[src/rtl/qed_pkg.sv]
// Shared opcodes, constants, state encoding and the duplicate-mode operand
// remap for the EDDI-V QED issue stage.
package qed_pkg;

  localparam logic [6:0] OP_R   = 7'b0110011;
  localparam logic [6:0] OP_I   = 7'b0010011;
  localparam logic [6:0] OP_LW  = 7'b0000011;
  localparam logic [6:0] OP_SW  = 7'b0100011;
  localparam logic [6:0] OP_NOP = 7'b1111111;

  localparam logic [31:0] QED_NOP = 32'h0000007F;

  localparam int unsigned SHADOW_BIT   = 4;
  localparam int unsigned MEM_HALF_BIT = 30;
  localparam int unsigned RD_LSB       = 7;
  localparam int unsigned RS1_LSB      = 15;
  localparam int unsigned RS2_LSB      = 20;

  typedef enum logic {
    ORIG = 1'b0,
    DUP  = 1'b1
  } qed_state_t;

  // Move register operands into the shadow half (x16..x31) and memory
  // accesses into the upper address half; rs1 of loads/stores is left as x0.
  function automatic logic [31:0] dup_transform(input logic [31:0] inst);
    logic [31:0] t;
    t = inst;
    case (inst[6:0])
      OP_R: begin
        t[RD_LSB + SHADOW_BIT]  = 1'b1;
        t[RS1_LSB + SHADOW_BIT] = 1'b1;
        t[RS2_LSB + SHADOW_BIT] = 1'b1;
      end
      OP_I: begin
        t[RD_LSB + SHADOW_BIT]  = 1'b1;
        t[RS1_LSB + SHADOW_BIT] = 1'b1;
      end
      OP_LW: begin
        t[RD_LSB + SHADOW_BIT] = 1'b1;
        t[MEM_HALF_BIT]        = 1'b1;
      end
      OP_SW: begin
        t[RS2_LSB + SHADOW_BIT] = 1'b1;
        t[MEM_HALF_BIT]         = 1'b1;
      end
      default: t = inst;
    endcase
    return t;
  endfunction

endpackage

[src/rtl/qed_inst_buffer.sv]
// Circular record of original instructions awaiting duplicate replay.
// Read data is the entry at the read pointer (show-ahead).
module qed_inst_buffer
  import qed_pkg::*;
#(
  parameter int unsigned DEPTH  = 16,
  parameter int unsigned ADDR_W = 4
) (
  input  logic              clk,
  input  logic              reset_x,
  input  logic              push,
  input  logic              pop,
  input  logic [31:0]       wdata,
  output logic [31:0]       rdata,
  output logic              full,
  output logic              empty,
  output logic [ADDR_W:0]   count
);

  logic [31:0]       mem [DEPTH];
  logic [ADDR_W-1:0] wr_ptr;
  logic [ADDR_W-1:0] rd_ptr;

  always_ff @(posedge clk) begin
    if (!reset_x) begin
      wr_ptr <= '0;
      rd_ptr <= '0;
      count  <= '0;
    end else begin
      if (push) begin
        wr_ptr <= wr_ptr + 1'b1;
        count  <= count + 1'b1;
      end else if (pop) begin
        rd_ptr <= rd_ptr + 1'b1;
        count  <= count - 1'b1;
      end
    end
  end

  always_ff @(posedge clk) begin
    if (push) begin
      mem[wr_ptr] <= wdata;
    end
  end

  assign rdata = mem[rd_ptr];
  assign full  = (count == (ADDR_W+1)'(DEPTH));
  assign empty = (count == '0);

endmodule

[src/rtl/qed_dup_issue.sv]
// QED issue stage: forwards and records originals in ORIG, replays the
// recorded stream with shadow-remapped operands in DUP.
module qed_dup_issue
  import qed_pkg::*;
#(
  parameter int unsigned DEPTH  = 16,
  parameter int unsigned ADDR_W = 4
) (
  input  logic        clk,
  input  logic        reset_x,
  input  logic [31:0] ifu_qed_instruction,
  input  logic        exec_dup,
  input  logic        stall_IF,
  output logic [31:0] qed_instruction,
  output logic        qed_vld_out,
  output logic        qed_stall_fetch,
  output logic        qed_mode,
  output logic        qed_ready
);

  qed_state_t      state;
  qed_state_t      state_nx;
  logic [31:0]     head;
  logic            full;
  logic            empty;
  logic [ADDR_W:0] count;
  logic [ADDR_W:0] count_nx;
  logic            in_orig;
  logic            dup_req;
  logic            go_dup;
  logic            accept;
  logic            pop;
  logic            last_pop;
  logic [31:0]     inst_nx;
  logic            vld_nx;
  logic            ready_nx;

  assign in_orig  = (state == ORIG);
  assign dup_req  = exec_dup & ~empty;
  assign go_dup   = in_orig & ~stall_IF & (dup_req | full);
  assign accept   = in_orig & ~stall_IF & ~dup_req & ~full
                  & (ifu_qed_instruction[6:0] != OP_NOP);
  assign pop      = ~in_orig & ~stall_IF;
  assign last_pop = pop & (count == (ADDR_W+1)'(1));

  qed_inst_buffer #(
    .DEPTH  (DEPTH),
    .ADDR_W (ADDR_W)
  ) u_buf (
    .clk     (clk),
    .reset_x (reset_x),
    .push    (accept),
    .pop     (pop),
    .wdata   (ifu_qed_instruction),
    .rdata   (head),
    .full    (full),
    .empty   (empty),
    .count   (count)
  );

  always_ff @(posedge clk) begin
    if (!reset_x) begin
      state <= ORIG;
    end else begin
      state <= state_nx;
    end
  end

  always_comb begin
    state_nx = state;
    case (state)
      ORIG:    if (go_dup)   state_nx = DUP;
      DUP:     if (last_pop) state_nx = ORIG;
      default: state_nx = ORIG;
    endcase
  end

  always_comb begin
    inst_nx  = QED_NOP;
    vld_nx   = 1'b0;
    count_nx = count;
    if (accept) begin
      inst_nx  = ifu_qed_instruction;
      vld_nx   = 1'b1;
      count_nx = count + 1'b1;
    end else if (pop) begin
      inst_nx  = dup_transform(head);
      vld_nx   = 1'b1;
      count_nx = count - 1'b1;
    end
    ready_nx = (state_nx == ORIG) && (count_nx == '0);
  end

  // Output register only loads when fetch is not stalled, so a stall holds it.
  always_ff @(posedge clk) begin
    if (!reset_x) begin
      qed_instruction <= QED_NOP;
      qed_vld_out     <= 1'b0;
      qed_ready       <= 1'b1;
    end else if (!stall_IF) begin
      qed_instruction <= inst_nx;
      qed_vld_out     <= vld_nx;
      qed_ready       <= ready_nx;
    end
  end

  assign qed_mode        = (state == DUP);
  assign qed_stall_fetch = stall_IF | ~in_orig | (in_orig & full) | (in_orig & dup_req);

endmodule

[config.mk]
export PLATFORM = sky130hd
export DESIGN_NAME = qed_dup_issue
export DESIGN_NICKNAME = d
export VERILOG_FILES = /design/src/rtl/qed_pkg.sv /design/src/rtl/qed_inst_buffer.sv /design/src/rtl/qed_dup_issue.sv
export SDC_FILE = /design/constraint.sdc
export NUM_CORES = 1
export LEC_CHECK = 0
export CORE_UTILIZATION = 53
export DETAILED_ROUTE_END_ITERATION = 8
export MAX_ROUTING_LAYER = met4
export PLACE_DENSITY_LB_ADDON = 0.12
export SYNTH_ARGS = -nofsm -noshare
export SYNTH_HDL_FRONTEND = slang
export SYNTH_SLANG_ARGS = --single-unit
[constraint.sdc]
create_clock -name clk -period 15 [get_ports clk]
set_clock_uncertainty 0.2 [all_clocks]
set_input_delay 3 -clock clk [delete_from_list [all_inputs] [get_ports clk]]
set_output_delay 3 -clock clk [all_outputs]
set_load 0.02 [all_outputs]
==> out/qor.yml, run 1 <==
grt:
  grtUsageTotal: 0.240
  antenna_found_initial: 0
  grt_pass1_wl_um: 69500
  grt.overflow.total: 0
  grt_start_max_net_pins: 66
  grt_pass1_vias: 10700
clocking:
  cts_htree_levels: 2
  clkTransAtPathRegs_ns: 0.06
  cts_tree: "yes"
  root_buffer: "clkbuf_16"
  postCtsHoldBufs: 0
  clk_latency_ns: 0.60
  clkSinkCount: 564
  cts_made_buffers: 56
  clockBufferDepth: 3
  cts_setup_buffers: 0
  cts_resized: 0
timing:
  whs_ns: 0.272
  final_hold_viol_count: 0
  fin_crit_sh: 0.540
  fmax_mhz: 123
  finalSetupTns_ns: 0
  relSlewSlack: 0.307
  max_slew.worst_pin.slew_ns: 1.04
  rsz0062_at_grt: "false"
  setup_viol: 0
  period_needed_ns: 8.10
  drv_slew: 0
routing:
  firstDrtPassIters: 5
  detail_route.iter0.violations: 1304
  wl_per_cell_um: 27.4
  ant_nets: 0
  viasPerCell: 6.17
  vias: 10500
  wl_um: 46400
  drcViolationCount: 0
cells_and_area:
  final_layout_size_suffix_gt1_frac: 0.251
  area_growth_pct: 15.5
  layout.nets: 1168
  antenna_cells: 0
placement:
  portBuffers: 71
  gp_congestion: 0.783
  hpwl_um: 24800
power_and_ir_drop:
  power_density_mw_per_mm2: 150
  leakage_nw: 7.75
  irDropWorstVdd_mv: 0.131
critical_path:
  cp_slowest_stage_delay_ns: 0.62
  worstPathRequired_ns: 11.80
  cp_max_fo: 49
  reg2reg_depth: 8
  setup.worst_path.start_class: "primary input"
  critical_path.slowest_cell: "clkdlybuf4s50_1"
  crit_chain: "buf_2, buf_4, inv_2, nand2_1, clkdlybuf4s50_1"
  rr_endpoint: "qed_instruction[11]"
  ff2ff_setup_slack_ns: 10.34
  arrival_ns: 4.90
  crit_path_end_kind: "output port"
  worstSetupPathType: "primary input to output port"
hold_path:
  holdPathEnd: "qed_vld_out"
  whs_path_depth: 2
  hold_path.startpoint: "qed_vld_out"
  hp-class: "register to register"
outcome:
  outcome: "finished clean"
floorplanning:
  die-width_um: 204
  die_height_um: 204
  core.rowCount: 73
  core_area_mm2: 0.0400
  die-area_mm2: 0.0416
  floorplan.initialDensity: 0.540
  io_pins: 72
job:
  cap_viol_max_count: 0
synth:
  synth_edf_count: 512
  seq_area_frac_synth: 0.759
  synth.avg_cell_area_um2: 21.1
  synthCells: 1025
  synthesis.area_mm2: 0.0216
  synth_fp_nets: 1070
  yosys_register_bits: 564
  async_reset_ff_frac: 0
  synthFlopType: "edfxtp_1"
  yosysWarnings: 0
  ys_types: 49
==> power by group <==
group	switching (mW)	leakage, nW	internal, mW
registers	0.0386	5.05	1.80
logic	0.270	1.74	0.198
clock network	0.580	0.956	0.861
==> placed cells by master (no fill, tap or decap), types with 3 or more instances in the layout <==
cell,instances
bufinv_16,7
a211oi_1,3
nand2_1,35
and2_1,8
nand4_1,3
nor2_1,40
clkinv_1,9
and3_1,4
a22o_1,7
edfxtp_1,512
clkinv_4,4
clkbuf_16,58
dfxtp_2,3
a22oi_1,6
xor2_1,4
xnor2_1,6
buf_4,26
o311a_1,4
mux4_2,151
o211ai_1,9
mux2i_1,3
clkinv_2,12
inv_1,7
clkbuf_1,8
nor3_2,4
a21oi_1,7
dfxtp_1,47
a221oi_1,21
o22ai_1,3
ha_1,9
nor2_4,12
clkdlybuf4s50_1,70
o21ai_0,29
clkbuf_8,7
==> logic make-up after synthesis <==
kind of cell	count (synthesis)	share of synthesized area
XOR/XNOR	10	0.00405
buffers and inverters	66	0.0136
flip-flops	564	0.759
AO/OA/AOI/OAI	101	0.0334
multiplexers	156	0.160
adder cells (fa/ha/maj)	9	0.00521
AND/OR/NAND/NOR	119	0.0248
==> how the worst max path moves through the flow <==
| stage | start | slack (ns) | endpoint |
|---|---|---|---|
| CTS | stall_IF | 6.92 | qed_stall_fetch |
| global route | stall_IF | 6.85 | qed_stall_fetch |
| global placement | stall_IF | 6.96 | qed_stall_fetch |
| floorplan | ifu_qed_instruction[6] | 8.08 | u_buf.mem[1][0] |
| finish | stall_IF | 6.90 | qed_stall_fetch |
| detailed placement | stall_IF | 6.93 | qed_stall_fetch |
==> through the flow <==
step | utilization | instances | total power [mW] | area [um^2] | setup slack [ns]
2_1_floorplan | - | 1025 | 2.17 | 21600 | 8.08
3_3_place_gp | 0.576 | 1590 | 2.33 | 23000 | 6.96
3_5_place_dp | 0.576 | 1590 | 2.34 | 23000 | 6.93
4_1_cts | 0.624 | 1695 | 3.78 | 25000 | 6.92
5_1_grt | 0.624 | 1695 | 3.87 | 25000 | 6.85
6_report | 0.624 | 1695 | 3.75 | 25000 | 6.90
==> synth_stat cells (all sizes together) (2+ instances only) <==
library cell / n / area share
nor2: 52 / 0.0090
and2: 8 / 0.0023
nor2b: 2 / 0.00058
mux4: 151 / 0.16
a22oi: 6 / 0.0021
a211oi: 4 / 0.0016
dfxtp: 52 / 0.048
nand2b: 2 / 0.00058
xnor2: 6 / 0.0024
o22ai: 3 / 0.00087
edfxtp: 512 / 0.71
nand2: 35 / 0.0061
nand4: 3 / 0.00087
mux2: 2 / 0.0010
a221oi: 22 / 0.0092
mux2i: 3 / 0.0014
xor2: 4 / 0.0016
ha: 9 / 0.0052
a31oi: 2 / 0.00058
buf: 29 / 0.0072
nor3: 5 / 0.0012
nor3b: 2 / 0.00069
clkbuf: 28 / 0.0049
a21oi: 7 / 0.0016
o21ai: 31 / 0.0072
a32oi: 2 / 0.00081
o211ai: 9 / 0.0031
inv: 8 / 0.0014
and3: 4 / 0.0012
o311a: 4 / 0.0019
a22o: 7 / 0.0028
==> area by class of cell <==
type,instances,area (um^2)
multi-input cells,395,5020
inverters,9,33.8
clock buffers,73,1580
repair buffers,97,901
flip-flops and latches,564,16400
well taps,525,657
clock inverters,32,352
fillers,2799,15000
==> registers in the layout, indices dropped and copies added (netlist names), named ones only <==
name	cells
u_buf.rd_ptr	4
u_buf.count	5
qed_instruction	32
qed_vld_out	1
u_buf.wr_ptr	4
qed_mode	1
qed_ready	1
u_buf.mem	512
==> critical path: cells and delay by family <==
kind	cells	cell delay, ns
buf+inv	4	1.70
simple gates	1	0.18
==> per-layer routing <==
metal  up-vias  share of wire  routed length (um)  track usage
li1       4482              -                   -            -
met4         0          0.017                 801       0.0621
met2       394           0.47               21900        0.363
met3        62          0.067                3100       0.0333
met1      5528           0.44               20600        0.348
met5         -              0                   0            -
Note: power is estimated with default switching activity, not from simulation.
==> inputs of run 2 (changes only) <==
- clock period: 15 -> 7.3 ns (I/O delays scaled with it)
==> run 2 against run 1 <==
  * Combinational power grew 110%
  * Via count is essentially flat
  * Sequential power grew 110%
  * Die area is the same
  * Count of clock-buffer cells in the layout is the same
  * Worst hold slack gained 0.0022 ns
  * Largest cell class unchanged
==> out/qor.yml, run 2 (same netlist as run 1, synthesis figures left out) <==
timing:
  final_hold_viol_count: 0  # unchanged
  fin_crit_sh: 0.681
  fmax_mhz: 201
  drv_slew: 0  # unchanged
  period_needed_ns: 4.97
  max_slew.worst_pin.slew_ns: 1.08  # was 1.04 ns
  rsz0062_at_grt: "false"  # unchanged
  relSlewSlack: 0.277  # was 0.307
  setup_viol: 0  # unchanged
  finalSetupTns_ns: 0  # unchanged
power_and_ir_drop:
  power_density_mw_per_mm2: 300  # was 150 mW/mm^2
  irDropWorstVdd_mv: 0.186  # was 0.131 mV
  leakage_nw: 7.62  # was 7.75 nW
  p_total_mw: 7.42  # was 3.75 mW
critical_path:
  crit_buf_inv: 4  # unchanged
  worstSetupPathType: "primary input to output port"  # unchanged
  crit_path_end_kind: "output port"  # unchanged
  cp.depth: 5  # unchanged
  reg2reg_depth: 8  # unchanged
  rr_endpoint: "u_buf.mem[7][31]"  # was qed_instruction[11]
  worstPathRequired_ns: 5.64  # was 11.80 ns
  ff2ff_setup_slack_ns: 3.25  # was 10.34 ns
  reg2reg_from: "u_buf.count[0]"
  endpoint: "qed_stall_fetch"  # unchanged
  setup.worst_path.start_class: "primary input"  # unchanged
  cp_top_family: "buffers and inverters"  # unchanged
  startpoint: "stall_IF"  # unchanged
  arrival_ns: 3.31  # was 4.90 ns
  crit_chain: "buf_2, buf_4, inv_2, nand2_1, clkdlybuf4s50_1"  # unchanged
  cp_max_fo: 49  # unchanged
  critical_path.slowest_cell: "clkdlybuf4s50_1"  # unchanged
  cp_slowest_stage_delay_ns: 0.61  # was 0.62 ns
placement:
  place_inst: 1591  # was 1,590
  dpl_cell_area_mm2: 0.0231  # was 0.0230 mm^2
  hpwl_um: 26500  # was 24,800 um
  gp_congestion: 0.779  # was 0.783
  portBuffers: 71  # unchanged
cells_and_area:
  final_cell_mix: "edfxtp_1, mux4_2, clkdlybuf4s50_1"  # unchanged
  final_area_mm2: 0.0248  # was 0.0250 mm^2
  final_cells: 1690  # was 1,695
  area_growth_pct: 14.5  # was 15.5%
  regMostFlops: "u_buf.mem"  # unchanged
  layout.nets: 1168  # unchanged
  final_layout_size_suffix_gt1_frac: 0.242  # was 0.251
  largest_registers: "u_buf.mem x512, qed_instruction x32, u_buf.count x5"  # unchanged
  largest_reg_flops: 512  # unchanged
  fillers: 2782  # was 2,799
  antenna_cells: 0  # unchanged
  final_common_cell: "edfxtp_1"  # unchanged
grt:
  antenna_found_initial: 0  # unchanged
  grt_pass1_wl_um: 70400  # was 69,500 um
  grt_start_max_net_pins: 91  # was 66
  grt.overflow.total: 0  # unchanged
  grt_pass1_vias: 10700  # about the same
  grtUsageTotal: 0.244  # was 0.240
routing:
  ant_nets: 0  # unchanged
  vias: 10500  # about the same
  viasPerCell: 6.19  # was 6.17
  detail_route.iter0.violations: 817  # was 1,304
  wl_um: 46900  # was 46,400 um
  drcViolationCount: 0  # unchanged
  firstDrtPassIters: 5  # unchanged
  wl_per_cell_um: 27.8  # was 27.4 um
clocking:
  cts_setup_buffers: 0  # unchanged
  cts_htree_levels: 2  # unchanged
  postCtsHoldBufs: 0  # unchanged
  cts_tree: "yes"  # unchanged
  cts_resized: 0  # unchanged
  cts_made_buffers: 55  # was 56
  clkTransAtPathRegs_ns: 0.06  # about the same
  clk_latency_ns: 0.59  # was 0.60 ns
  clkSinkCount: 564  # unchanged
  root_buffer: "clkbuf_16"  # unchanged
  clockBufferDepth: 3  # unchanged
floorplanning:
  io_pins: 72  # unchanged
  core.rowCount: 73  # unchanged
  die-area_mm2: 0.0416  # unchanged
  floorplan.initialDensity: 0.540  # unchanged
  die-width_um: 204  # unchanged
  core_area_mm2: 0.0400  # unchanged
  die_height_um: 204  # unchanged
job:
  cap_viol_max_count: 0  # unchanged
hold_path:
  hp-class: "register to register"  # unchanged
outcome:
  outcome: "finished clean"  # unchanged
==> run 2: cell types whose count changed in the layout (fill, tap and decap cells not counted), sizes merged <==
| cell | change |
|---|---|
| clkinvlp | +2 |
| inv | +2 |
| clkinv | -6 |
| bufinv | -4 |
| buf | +1 |
==> run 2: stage by stage <==
step	hold slack (ns)	util	worst slack [ns]
global route	0.305	0.619	2.24
detailed placement	0.268	0.577	1.89
finish	0.274	0.619	2.33
CTS	0.279	0.619	2.33
floorplan	0.268	-	1.92
global placement	0.253	0.577	1.98
==> run 2: cell type report <==
class / instances / area (um^2) / share of cell area
clock buffer: 73 / 1470 / 0.0595
tap: 525 / 657 / 0.0265
multi-input combinational: 395 / 5020 / 0.203
clock inverter: 26 / 211 / 0.00854
timing repair buffer: 98 / 933 / 0.0377
sequential: 564 / 16400 / 0.664
inverter: 9 / 33.8 / 0.00136
==> run 2: routing by layer <==
metal,part of all wire,wire [um],global-route usage,vias to the layer above
li1,-,-,-,4482
met1,0.44,20600,0.350,5547
met2,0.47,22300,0.366,370
met3,0.072,3370,0.0480,60
met4,0.015,708,0.0552,0
met5,0,0,-,-
==> run 2: worst register-to-register path: stages, from the launching register on <==
cell and delay (ns):
dfxtp_1 0.37, inv_1 0.21, ha_1 0.22, nor3b_1 0.29
o211a_1 0.27, and3_1 0.54, nand2_1 0.37, nor2_4 0.92
buf_4 0.36
==> run 2: worst min-delay path by stage <==
stage                                from           to  slack (ns)  cells after the start
after global routing            qed_ready    qed_ready        0.30                      2
after global placement        qed_vld_out  qed_vld_out        0.25                      2
after CTS                     qed_vld_out  qed_vld_out        0.28                      2
after detailed placement        qed_ready    qed_ready        0.27                      2
final                         qed_vld_out  qed_vld_out        0.27                      2
after floorplan           u_buf.rd_ptr[1]     register        0.27                      2
==> run 2: power breakdown <==
group / total, mW / internal [mW] / switching (mW)
registers: 3.78 / 3.70 / 0.0817
logic: 0.970 / 0.410 / 0.560
clock network: 2.67 / 1.52 / 1.15
total: 7.42 / 5.63 / 1.79
==> inputs of run 3 (changes only) <==
- clock period: 7.3 -> 4.3 ns (I/O delays scaled with it)
==> run 3 against run 2 <==
  * First-iteration DRC count increased by 7.2%
  * Critical path depth increased by 1
  * Non-clock buffer count increased by 28
  * Largest power group unchanged
  * Cell area increased by 2.1%
  * Global-route usage increased by 0.20 points
  * Sequential power increased by 69%
  * Die area unchanged
  * Combinational power increased by 74%
==> out/qor.yml, run 3 (same netlist as run 1, synthesis figures left out) <==
cells_and_area:
  final_area_mm2: 0.0253  # was 0.0248 mm^2
  final_cell_mix: "edfxtp_1, mux4_2, clkdlybuf4s50_1"  # unchanged
  layout.nets: 1197  # was 1,168
  regMostFlops: "u_buf.mem"  # unchanged
  final_core_util: 0.632  # was 0.619
  largest_registers: "u_buf.mem x512, qed_instruction x32, u_buf.count x5"  # unchanged
  final_common_cell: "edfxtp_1"  # unchanged
  final_layout_size_suffix_gt1_frac: 0.263  # was 0.242
  largest_reg_flops: 512  # unchanged
  antenna_cells: 0  # unchanged
  area_growth_pct: 16.9  # was 14.5%
grt:
  gr-usage-met1: 0.355  # was 0.350
  grt.overflow.total: 0  # unchanged
  met3_usage: 0.0397  # was 0.0480
  grt_start_max_net_pins: 49  # was 91
  antenna_found_initial: 0  # unchanged
  grtUsageMet2: 0.363  # was 0.366
  grtUsageTotal: 0.246  # was 0.244
  grt_pass1_vias: 10700  # about the same
  globalRoute.busiestLayer: "met2"  # unchanged
  grt_pass1_wl_um: 71000  # was 70,400 um
timing:
  fmax_mhz: 272
  period_needed_ns: 3.68
  finalWorstSetupSlack_ns: 0.617  # was 2.33 ns
  fin_crit_sh: 0.856
  relSlewSlack: 0.505  # was 0.277
  final_hold_viol_count: 0  # unchanged
  finalSetupTns_ns: 0  # unchanged
  rsz0062_at_grt: "false"  # unchanged
  setup_viol: 0  # unchanged
  drv_slew: 0  # unchanged
  max_slew.worst_pin.slew_ns: 0.742  # was 1.08 ns
critical_path:
  worstSetupPathType: "register to output port"  # was primary input to output port
  cp_slowest_stage_delay_ns: 0.60  # was 0.61 ns
  crit_chain: "inv_1, ha_1, nor3b_1, o211a_1, nand2_1, clkdlybuf4s50_1"  # was buf_2, buf_4, inv_2, nand2_1, clkdlybuf4s50_1
  cp_max_fo: 6  # was 49
  critical_path.slowest_cell: "clkdlybuf4s50_1"  # unchanged
  setup.worst_path.start_class: "register"  # was primary input
  arrival_ns: 2.62  # was 3.31 ns
  worstPathRequired_ns: 3.24  # was 5.64 ns
  crit_path_end_kind: "output port"  # unchanged
routing:
  detail_route.iter0.violations: 876  # was 817
  firstDrtPassIters: 7  # was 5
  ant_nets: 0  # unchanged
  vias: 10700  # was 10,500
  wl_per_cell_um: 27.6  # was 27.8 um
  viasPerCell: 6.20  # was 6.19
  drcViolationCount: 0  # unchanged
  wl_um: 47700  # was 46,900 um
clocking:
  clockBufferDepth: 3  # unchanged
  clkSinkCount: 564  # unchanged
  cts_made_buffers: 56  # was 55
  clk_latency_ns: 0.60  # was 0.59 ns
  postCtsHoldBufs: 0  # unchanged
  cts_tree: "yes"  # unchanged
  clkTransAtPathRegs_ns: 0.06  # about the same
  cts_htree_levels: 2  # unchanged
  cts_setup_buffers: 0  # unchanged
  root_buffer: "clkbuf_16"  # unchanged
  cts_resized: 0  # unchanged
floorplanning:
  floorplan.initialDensity: 0.540  # unchanged
  die_height_um: 204  # unchanged
  die-area_mm2: 0.0416  # unchanged
  io_pins: 72  # unchanged
  core_area_mm2: 0.0400  # unchanged
  die-width_um: 204  # unchanged
  core.rowCount: 73  # unchanged
power_and_ir_drop:
  irDropWorstVdd_mv: 0.344  # was 0.186 mV
  seqPwrFrac: 0.496  # was 0.510
  power_frac_clock: 0.372  # was 0.359
  comb_power_share: 0.131  # about the same
  power_density_mw_per_mm2: 510  # was 300 mW/mm^2
  p_total_mw: 12.9  # was 7.42 mW
  leakage_nw: 7.84  # was 7.62 nW
  intPower_mw: 9.82  # was 5.63 mW
  netSwitchingPower_mw: 3.08  # was 1.79 mW
  p_sw_frac: 0.239  # was 0.241
placement:
  dpl_cell_area_mm2: 0.0235  # was 0.0231 mm^2
  hpwl_um: 27300  # was 26,500 um
  portBuffers: 71  # unchanged
  post-place-ws_ns: 0.744  # was 1.89 ns
  gp_congestion: 0.781  # was 0.779
hold_path:
  hp-class: "register to register"  # unchanged
outcome:
  outcome: "finished clean"  # unchanged
job:
  cap_viol_max_count: 0  # unchanged
run 3: cell types whose count changed in the layout (fill, tap and decap cells not counted), moves of 2 or more:
cell,change
buf_12,+12
buf_4,+16
clkbuf_1,+4
clkbuf_16,+2
clkbuf_8,+4
clkinv_1,-3
nor3_2,-4
nor3_4,+4
run 3: layer usage:
layer  up-vias  part of all wire  wire [um]
li1       4539                 -          -
met1      5682              0.44      21000
met2       393              0.48      22700
met3        83             0.060       2850
met4         0             0.023       1090
met5         -                 0          0
run 3: area by class of cell:
class | instances | area [um^2]
multi-input cells | 395 | 5050
clock inverters | 23 | 224
flip-flops and latches | 564 | 16400
fillers | 2740 | 14700
inverters | 9 | 33.8
clock buffers | 83 | 1590
well taps | 525 | 657
repair buffers | 126 | 1290
run 3: final timing paths:
kind              cells past startpoint                   to  slack (ns)      startpoint
hold / removal                        2          qed_vld_out        0.27     qed_vld_out
hold reg to reg                       2          qed_vld_out        0.27     qed_vld_out
setup reg to reg                      5  qed_instruction[22]        1.13        register
setup / recovery                      6      qed_stall_fetch        0.62  u_buf.count[0]
run 3: power by group through the flow:
stage	Combinational (mW)	Clock [mW]	Sequential (mW)
detailed placement	1.71	0	6.52
floorplan	1.01	0	6.54
global route	1.83	5.10	6.42
CTS	1.71	4.89	6.40
global placement	1.70	0	6.51
finish	1.69	4.80	6.40
run 3: stage by stage:
stage / cells / hold WS (ns)
after floorplan: 1025 / 0.268
final: 1725 / 0.273
after global routing: 1725 / 0.316
after detailed placement: 1619 / 0.262
after CTS: 1725 / 0.282
after global placement: 1619 / 0.256
run 3: critical path: cells and delay by family (launching register included):
kind,cells,cell delay [ns]
buffers and inverters,2,0.79
flip-flops,1,0.44
AO/OA/AOI/OAI,1,0.28
adder cells (fa/ha/maj),1,0.27
AND/OR/NAND/NOR,2,0.25
